==> config.mk <==
export PLATFORM = sky130hd
export DESIGN_NAME = float_to_fixed
export DESIGN_NICKNAME = d
export VERILOG_FILES = /design/src/rtl/float_pkg.sv /design/src/rtl/float_unpack.sv /design/src/rtl/float_to_fixed.sv
export SDC_FILE = /design/constraint.sdc
export NUM_CORES = 1
export LEC_CHECK = 0
export ABC_AREA = 0
export CAP_MARGIN = 20
export CORE_MARGIN = 2
export CORE_UTILIZATION = 40
export CTS_BUF_LIST = sky130_fd_sc_hd__clkbuf_8
export CTS_CLUSTER_SIZE = 40
export DETAILED_ROUTE_END_ITERATION = 8
export DONT_BUFFER_PORTS = 1
export PLACE_DENSITY_LB_ADDON = 0.08
export SLEW_MARGIN = 20
export SYNTH_ARGS = -nofsm -noshare
export SYNTH_HDL_FRONTEND = slang
export SYNTH_SLANG_ARGS = --single-unit
==> constraint.sdc <==
create_clock -name clk -period 13.4 [get_ports clk]
set_input_delay 0 -clock clk [delete_from_list [all_inputs] [get_ports clk]]
set_output_delay 0 -clock clk [all_outputs]
set_load 0.1 [all_outputs]
==> src/rtl/float_pkg.sv <==
// Shared IEEE-754 single-precision field constants, classification enum and field extractors.
package float_pkg;

  localparam int unsigned FP_EXP_W    = 8;
  localparam int unsigned FP_MANT_W   = 23;
  localparam int unsigned FP_EXP_BIAS = 127;

  typedef enum logic [1:0] {FP_ZERO, FP_NORM, FP_INF, FP_NAN} fp_class_e;

  function automatic logic fp_sign(input logic [31:0] w);
    return w[31];
  endfunction

  function automatic logic [FP_EXP_W-1:0] fp_exp(input logic [31:0] w);
    return w[30:23];
  endfunction

  function automatic logic [FP_MANT_W-1:0] fp_frac(input logic [31:0] w);
    return w[22:0];
  endfunction

endpackage

==> src/rtl/float_unpack.sv <==
// Combinational single-precision unpack: sign, class, mantissa with hidden bit, and the
// right-shift amount that aligns the mantissa LSB to a fixed-point grid of FRAC_W bits.
module float_unpack
  import float_pkg::*;
#(
  parameter int unsigned FRAC_W = 0
) (
  input  logic [31:0]          data_i,
  output logic                 sign_o,
  output fp_class_e            class_o,
  output logic [FP_MANT_W:0]   mant_o,
  output logic signed [9:0]    rs_o
);

  localparam logic signed [9:0] RsBase = 10'(int'(FP_EXP_BIAS + FP_MANT_W) - int'(FRAC_W));

  logic [FP_EXP_W-1:0]  exp_v;
  logic [FP_MANT_W-1:0] frac_v;

  always_comb begin
    exp_v  = fp_exp(data_i);
    frac_v = fp_frac(data_i);
    sign_o = fp_sign(data_i);
    mant_o = {exp_v != '0, frac_v};
    rs_o   = RsBase - $signed({2'b00, exp_v});
    if (exp_v == '0) begin
      class_o = FP_ZERO;
    end else if (exp_v == '1) begin
      class_o = (frac_v == '0) ? FP_INF : FP_NAN;
    end else begin
      class_o = FP_NORM;
    end
  end

endmodule

==> src/rtl/float_to_fixed.sv <==
// Three-stage streaming float32 to signed fixed-point converter with saturation and NaN flags.
// Define FLOAT_TO_FIXED_ROUND_EN for round-to-nearest (ties away); default truncates toward zero.
module float_to_fixed
  import float_pkg::*;
#(
  parameter int unsigned OUT_W  = 16,
  parameter int unsigned FRAC_W = 0
) (
  input  logic             clk,
  input  logic             reset,
  input  logic             in_valid,
  output logic             in_ready,
  input  logic [31:0]      in_data,
  output logic             out_valid,
  input  logic             out_ready,
  output logic [OUT_W-1:0] out_data,
  output logic             out_sat,
  output logic             out_nan
);

  localparam int unsigned     MagW      = OUT_W + 1;
  localparam logic [MagW:0]   MagOne    = {{MagW{1'b0}}, 1'b1};
  localparam logic [MagW:0]   MagMaxNeg = MagOne << (OUT_W - 1);
  localparam logic [MagW:0]   MagMaxPos = MagMaxNeg - MagOne;
  localparam logic [OUT_W-1:0] MaxVal   = {1'b0, {(OUT_W-1){1'b1}}};
  localparam logic [OUT_W-1:0] MinVal   = {1'b1, {(OUT_W-1){1'b0}}};

  logic adv;

  logic                 u_sign;
  fp_class_e            u_class;
  logic [FP_MANT_W:0]   u_mant;
  logic signed [9:0]    u_rs;

  logic                 s1_valid_q, s1_sign_q;
  fp_class_e            s1_class_q;
  logic [FP_MANT_W:0]   s1_mant_q;
  logic signed [9:0]    s1_rs_q;

  logic                 s2_valid_q, s2_sign_q, s2_ovf_q;
  fp_class_e            s2_class_q;
  logic [MagW-1:0]      s2_mag_q;

  logic [63:0]          mant_ext, shf_d;
  logic [9:0]           lsh;
  logic                 big_d, ovf_d;
  logic [MagW-1:0]      mag_d;

  logic [MagW:0]        mag_r;
  logic [OUT_W-1:0]     out_data_d, out_data_q;
  logic                 out_sat_d, out_sat_q, out_nan_d, out_nan_q, out_valid_q;

  // Every stage moves together; a stalled output freezes the whole pipe.
  assign adv       = !out_valid_q || out_ready;
  assign in_ready  = adv;
  assign out_valid = out_valid_q;
  assign out_data  = out_data_q;
  assign out_sat   = out_sat_q;
  assign out_nan   = out_nan_q;

  float_unpack #(
    .FRAC_W (FRAC_W)
  ) u_unpack (
    .data_i  (in_data),
    .sign_o  (u_sign),
    .class_o (u_class),
    .mant_o  (u_mant),
    .rs_o    (u_rs)
  );

  always_ff @(posedge clk) begin
    if (reset) begin
      s1_valid_q <= 1'b0;
      s2_valid_q <= 1'b0;
    end else if (adv) begin
      s1_valid_q <= in_valid;
      s2_valid_q <= s1_valid_q;
    end
  end

  always_ff @(posedge clk) begin
    if (adv) begin
      s1_sign_q  <= u_sign;
      s1_class_q <= u_class;
      s1_mant_q  <= u_mant;
      s1_rs_q    <= u_rs;
      s2_sign_q  <= s1_sign_q;
      s2_class_q <= s1_class_q;
      s2_mag_q   <= mag_d;
      s2_ovf_q   <= ovf_d;
    end
  end

  // Any set bit above the MagW-bit field, from either shift direction, is an overflow.
  always_comb begin
    mant_ext = {40'd0, s1_mant_q};
    shf_d    = '0;
    big_d    = 1'b0;
    lsh      = 10'(-s1_rs_q);
    if (s1_rs_q >= 0) begin
      if (s1_rs_q < 25) begin
        shf_d = mant_ext >> s1_rs_q[4:0];
      end
    end else if (lsh > 10'(OUT_W)) begin
      big_d = |s1_mant_q;
    end else begin
      shf_d = mant_ext << lsh[5:0];
    end
    ovf_d = big_d || (|(shf_d >> MagW));
    mag_d = ovf_d ? '1 : shf_d[MagW-1:0];
  end

`ifdef FLOAT_TO_FIXED_ROUND_EN
  logic guard_d, s2_guard_q;

  always_comb begin
    guard_d = 1'b0;
    if (s1_rs_q >= 1 && s1_rs_q <= 25) begin
      guard_d = mant_ext[s1_rs_q[5:0] - 6'd1];
    end
  end

  always_ff @(posedge clk) begin
    if (adv) begin
      s2_guard_q <= guard_d;
    end
  end

  always_comb begin
    mag_r = {1'b0, s2_mag_q} + {{MagW{1'b0}}, s2_guard_q};
  end
`else
  always_comb begin
    mag_r = {1'b0, s2_mag_q};
  end
`endif

  always_comb begin
    out_data_d = '0;
    out_sat_d  = 1'b0;
    out_nan_d  = 1'b0;
    unique case (s2_class_q)
      FP_ZERO: ;
      FP_NAN:  out_nan_d = 1'b1;
      FP_INF: begin
        out_sat_d  = 1'b1;
        out_data_d = s2_sign_q ? MinVal : MaxVal;
      end
      FP_NORM: begin
        if (s2_sign_q) begin
          if (s2_ovf_q || mag_r > MagMaxNeg) begin
            out_sat_d  = 1'b1;
            out_data_d = MinVal;
          end else begin
            out_data_d = -mag_r[OUT_W-1:0];
          end
        end else if (s2_ovf_q || mag_r > MagMaxPos) begin
          out_sat_d  = 1'b1;
          out_data_d = MaxVal;
        end else begin
          out_data_d = mag_r[OUT_W-1:0];
        end
      end
    endcase
  end

  always_ff @(posedge clk) begin
    if (reset) begin
      out_valid_q <= 1'b0;
      out_data_q  <= '0;
      out_sat_q   <= 1'b0;
      out_nan_q   <= 1'b0;
    end else if (adv) begin
      out_valid_q <= s2_valid_q;
      out_data_q  <= out_data_d;
      out_sat_q   <= out_sat_d;
      out_nan_q   <= out_nan_d;
    end
  end

endmodule

==> metrics.txt <==
Die Span Y=136.6 um; row count=48; Final Max Slew Viols=0; final period utilization=between 40% and 50%; Worst Path Arrival=around 5.6 ns; num ports=56; routed wire length=around 23 mm; Finished Layout Cells=1017; CTS tree=built; number of global-route vias before repair=around 6200; Mapped Cells=around 790; setup TNS=0 ns; R2R cell count=12; routed vias/inst=6.501; LEAKAGE=2.871 nW; DR iter-0 viols=682; Min-Delay Path Class=primary input to flop; gr usage total=between 20% and 30%; CTS H-tree lvls=3; global-route wire length before repair=between 30 and 40 mm; worst-path fanout max=70; R2R Setup Slk=around 7.8 ns; placed insts=961; Area Overhead vs Synth=9.397%; initial antenna violation count=0; pre-CTS setup slack=7.953 ns; dpl hpwl=around 17 mm; Synth area leaders=edfxtp_1 (24%), mux2i_1 (8.8%), dfxtp_1 (6.0%), mux4_2 (4.8%), nand2_1 (4.6%); most numerous cell in the Yosys netlist=nand2_1; initial core utilization=40.79%; Hold Crit Depth=2; Worst-Margin Slew=1.079 ns; status=completed; Pre-Repair DR Iteration Count=5; I/O Buffers=0; DRC viols=0; GRT Residual Overflow=0; Crit Path Category=flop to flop; Max clock buf depth=2; synth cell count leaders=nand2_1 (86), mux2i_1 (62), edfxtp_1 (57); Worst Path Required=between 10 and 15 ns; Post-synth EDFFs=between 50 and 60; P per Cell Area=between 100 and 150 nW/um2; die area=18650 um2; final worst slack=7.831 ns; cts bufs inserted=9; CTS hold repair buffers=40; r2r startpoint=s1_rs_q[0]; RePlAce Congestion=0.8882; Core ar.=about 17000 um2; min Tclk post-route=~5.6 ns; Diodes inserted=0; RR Endpoint=s2_mag_q[8]; post-CTS setup buffers=0; via count of the routed design=6612; Nets=834; Seq/Total Area, Yosys=30.33%; skew final=between 0.015 and 0.02 ns; Synth Flop Type=edfxtp_1; Wirelength per Cell=22.19 um; synthesized area per cell=just under 9 um2; clock sink total=between 70 and 80; Worst-path clk slew=0.09 ns; Layout fillers=between 1500 and 2000; area leader, netlist=edfxtp_1; Worst setup SP type=flop; max cap viols=0; fraction of registers with async set/reset=0%; Clock Tree Root=clkbuf_8; Final Setup Violations=0; Worst VDD drop=0.06306 mV; syn nets=834; RSZ-0062 raised after global routing=false; post-route core utilization=between 40 and 50%; Max Fclk=around 180 MHz; share of cells above drive strength 1=9.343%; Yosys warning count=0; Resize count post-CTS=0; Yosys reg bits=roughly 80; Hold Fails Final Rpt=0; Syn Std Cell Area=7030 um2; Skew-Pair Late Insertion Delay=0.38 ns; Routed Antenna Nets=0; HP Start=in_data[27]; Distinct cells, synth=75; die width=136.6 um; Yosys top cell area share=about a quarter; type of element capturing the critical path=flop; Slew headroom=27.53%; Worst Hold Path EP=s1_class_q[0]; pin count of the biggest net entering global routing=76
## registers in the layout, indices dropped and copies added (netlist names)
signal and flops:
s1_mant_q 24, s2_mag_q 17, out_data 16, s1_rs_q 9, s1_class_q 2, s2_class_q 2, out_nan 1, out_sat 1
out_valid 1, s1_sign_q 1, s1_valid_q 1, s2_ovf_q 1, s2_sign_q 1, s2_valid_q 1
## where the power goes
part | switching, W | total [W] | internal (W) | leakage, nW
combinational | 0.000197 | 0.000324 | 0.000127 | 1.99
clock | 0.0000955 | 0.000186 | 0.0000909 | 0.110
sequential | 0.0000747 | 0.000357 | 0.000283 | 0.775
## logic make-up (layout without fill, tap and decap cells)
group                    count (synthesis)  after routing  synth area share, %
AND/OR/NAND/NOR                        271            271                19.26
AO/OA/AOI/OAI                          223            223                21.62
multiplexers                           101            101                18.33
buffers and inverters                   80             85                5.375
flip-flops                              78             78                30.33
XOR/XNOR                                23             23                3.132
adder cells (fa/ha/maj)                 11             11                1.958
## layer usage
| layer | track usage, % | routed length [um] | vias to the layer above |
|---|---|---|---|
| met1 | 35.53 | 10230 | 3236 |
| met4 | 7.986 | 585 | 0 |
| met5 | 0 | 0 | - |
| li1 | - | - | 3057 |
| met3 | 4.296 | 1557 | 36 |
| met2 | 37.75 | 10200 | 283 |
## worst max-delay path, cell delays in order (launching register included)
cell       delay [ns]
edfxtp_1         0.32
buf_4            0.65
inv_2            0.37
ha_1             0.52
xor2_4           0.84
mux2_2           0.32
a22oi_1          0.13
nor3_1           0.24
nor4_1           0.09
nor4b_1          0.52
nand4_1          0.22
o41ai_4          0.78
o2111ai_1        0.23
## metrics by stage
stage / hold WS, ns / total power (W) / cell area (um2)
6_report: 0.01516 / 0.0008671 / 7691
5_1_grt: 0.02055 / 0.0009110 / 7691
4_1_cts: 0.006733 / 0.0008645 / 7685
3_5_place_dp: 0.07268 / 0.0006661 / 7088
3_3_place_gp: 0.07156 / 0.0006653 / 7088
2_1_floorplan: 0.09887 / 0.0005894 / 7030
## layout by cell type, fill, tap and decap left out, types with 16 or more instances in the layout
cell type,synthesis,final
nor4_1,25,24
nor3_1,16,16
a21oi_1,51,51
inv_1,18,19
a21o_1,20,20
edfxtp_1,57,57
o21ai_0,44,44
dfxtp_1,21,21
nand3_1,17,17
nor2_1,55,55
nand2_1,86,86
mux2_2,19,19
mux2i_1,62,62
dlygate4sd3_1,0,40
## final cells by class
class | count | area (um2) | share of cell area, %
multi-input cells | 629 | 4537 | 58.99
flip-flops and latches | 78 | 2132 | 27.72
repair buffers | 49 | 467.9 | 6.084
well taps | 225 | 281.5 | 3.660
clock buffers | 10 | 137.6 | 1.789
inverters | 20 | 76.32 | 0.9924
clock inverters | 6 | 58.81 | 0.7646
## how the worst max path moves through the flow
stage                          start      endpoint  slack (ns)  cells after the start
final                     s1_rs_q[0]   s2_mag_q[8]        7.83                     12
after global routing      s1_rs_q[0]  s2_mag_q[16]        7.44                     12
after CTS                 s1_rs_q[0]   s2_mag_q[8]        7.96                     12
after detailed placement  s1_rs_q[0]   s2_mag_q[8]        7.95                     12
after global placement    s1_rs_q[0]  s2_mag_q[10]        8.13                     12
after floorplan           s1_rs_q[0]   s2_mag_q[3]        9.20                     18
(Power assumes the default switching activity.)
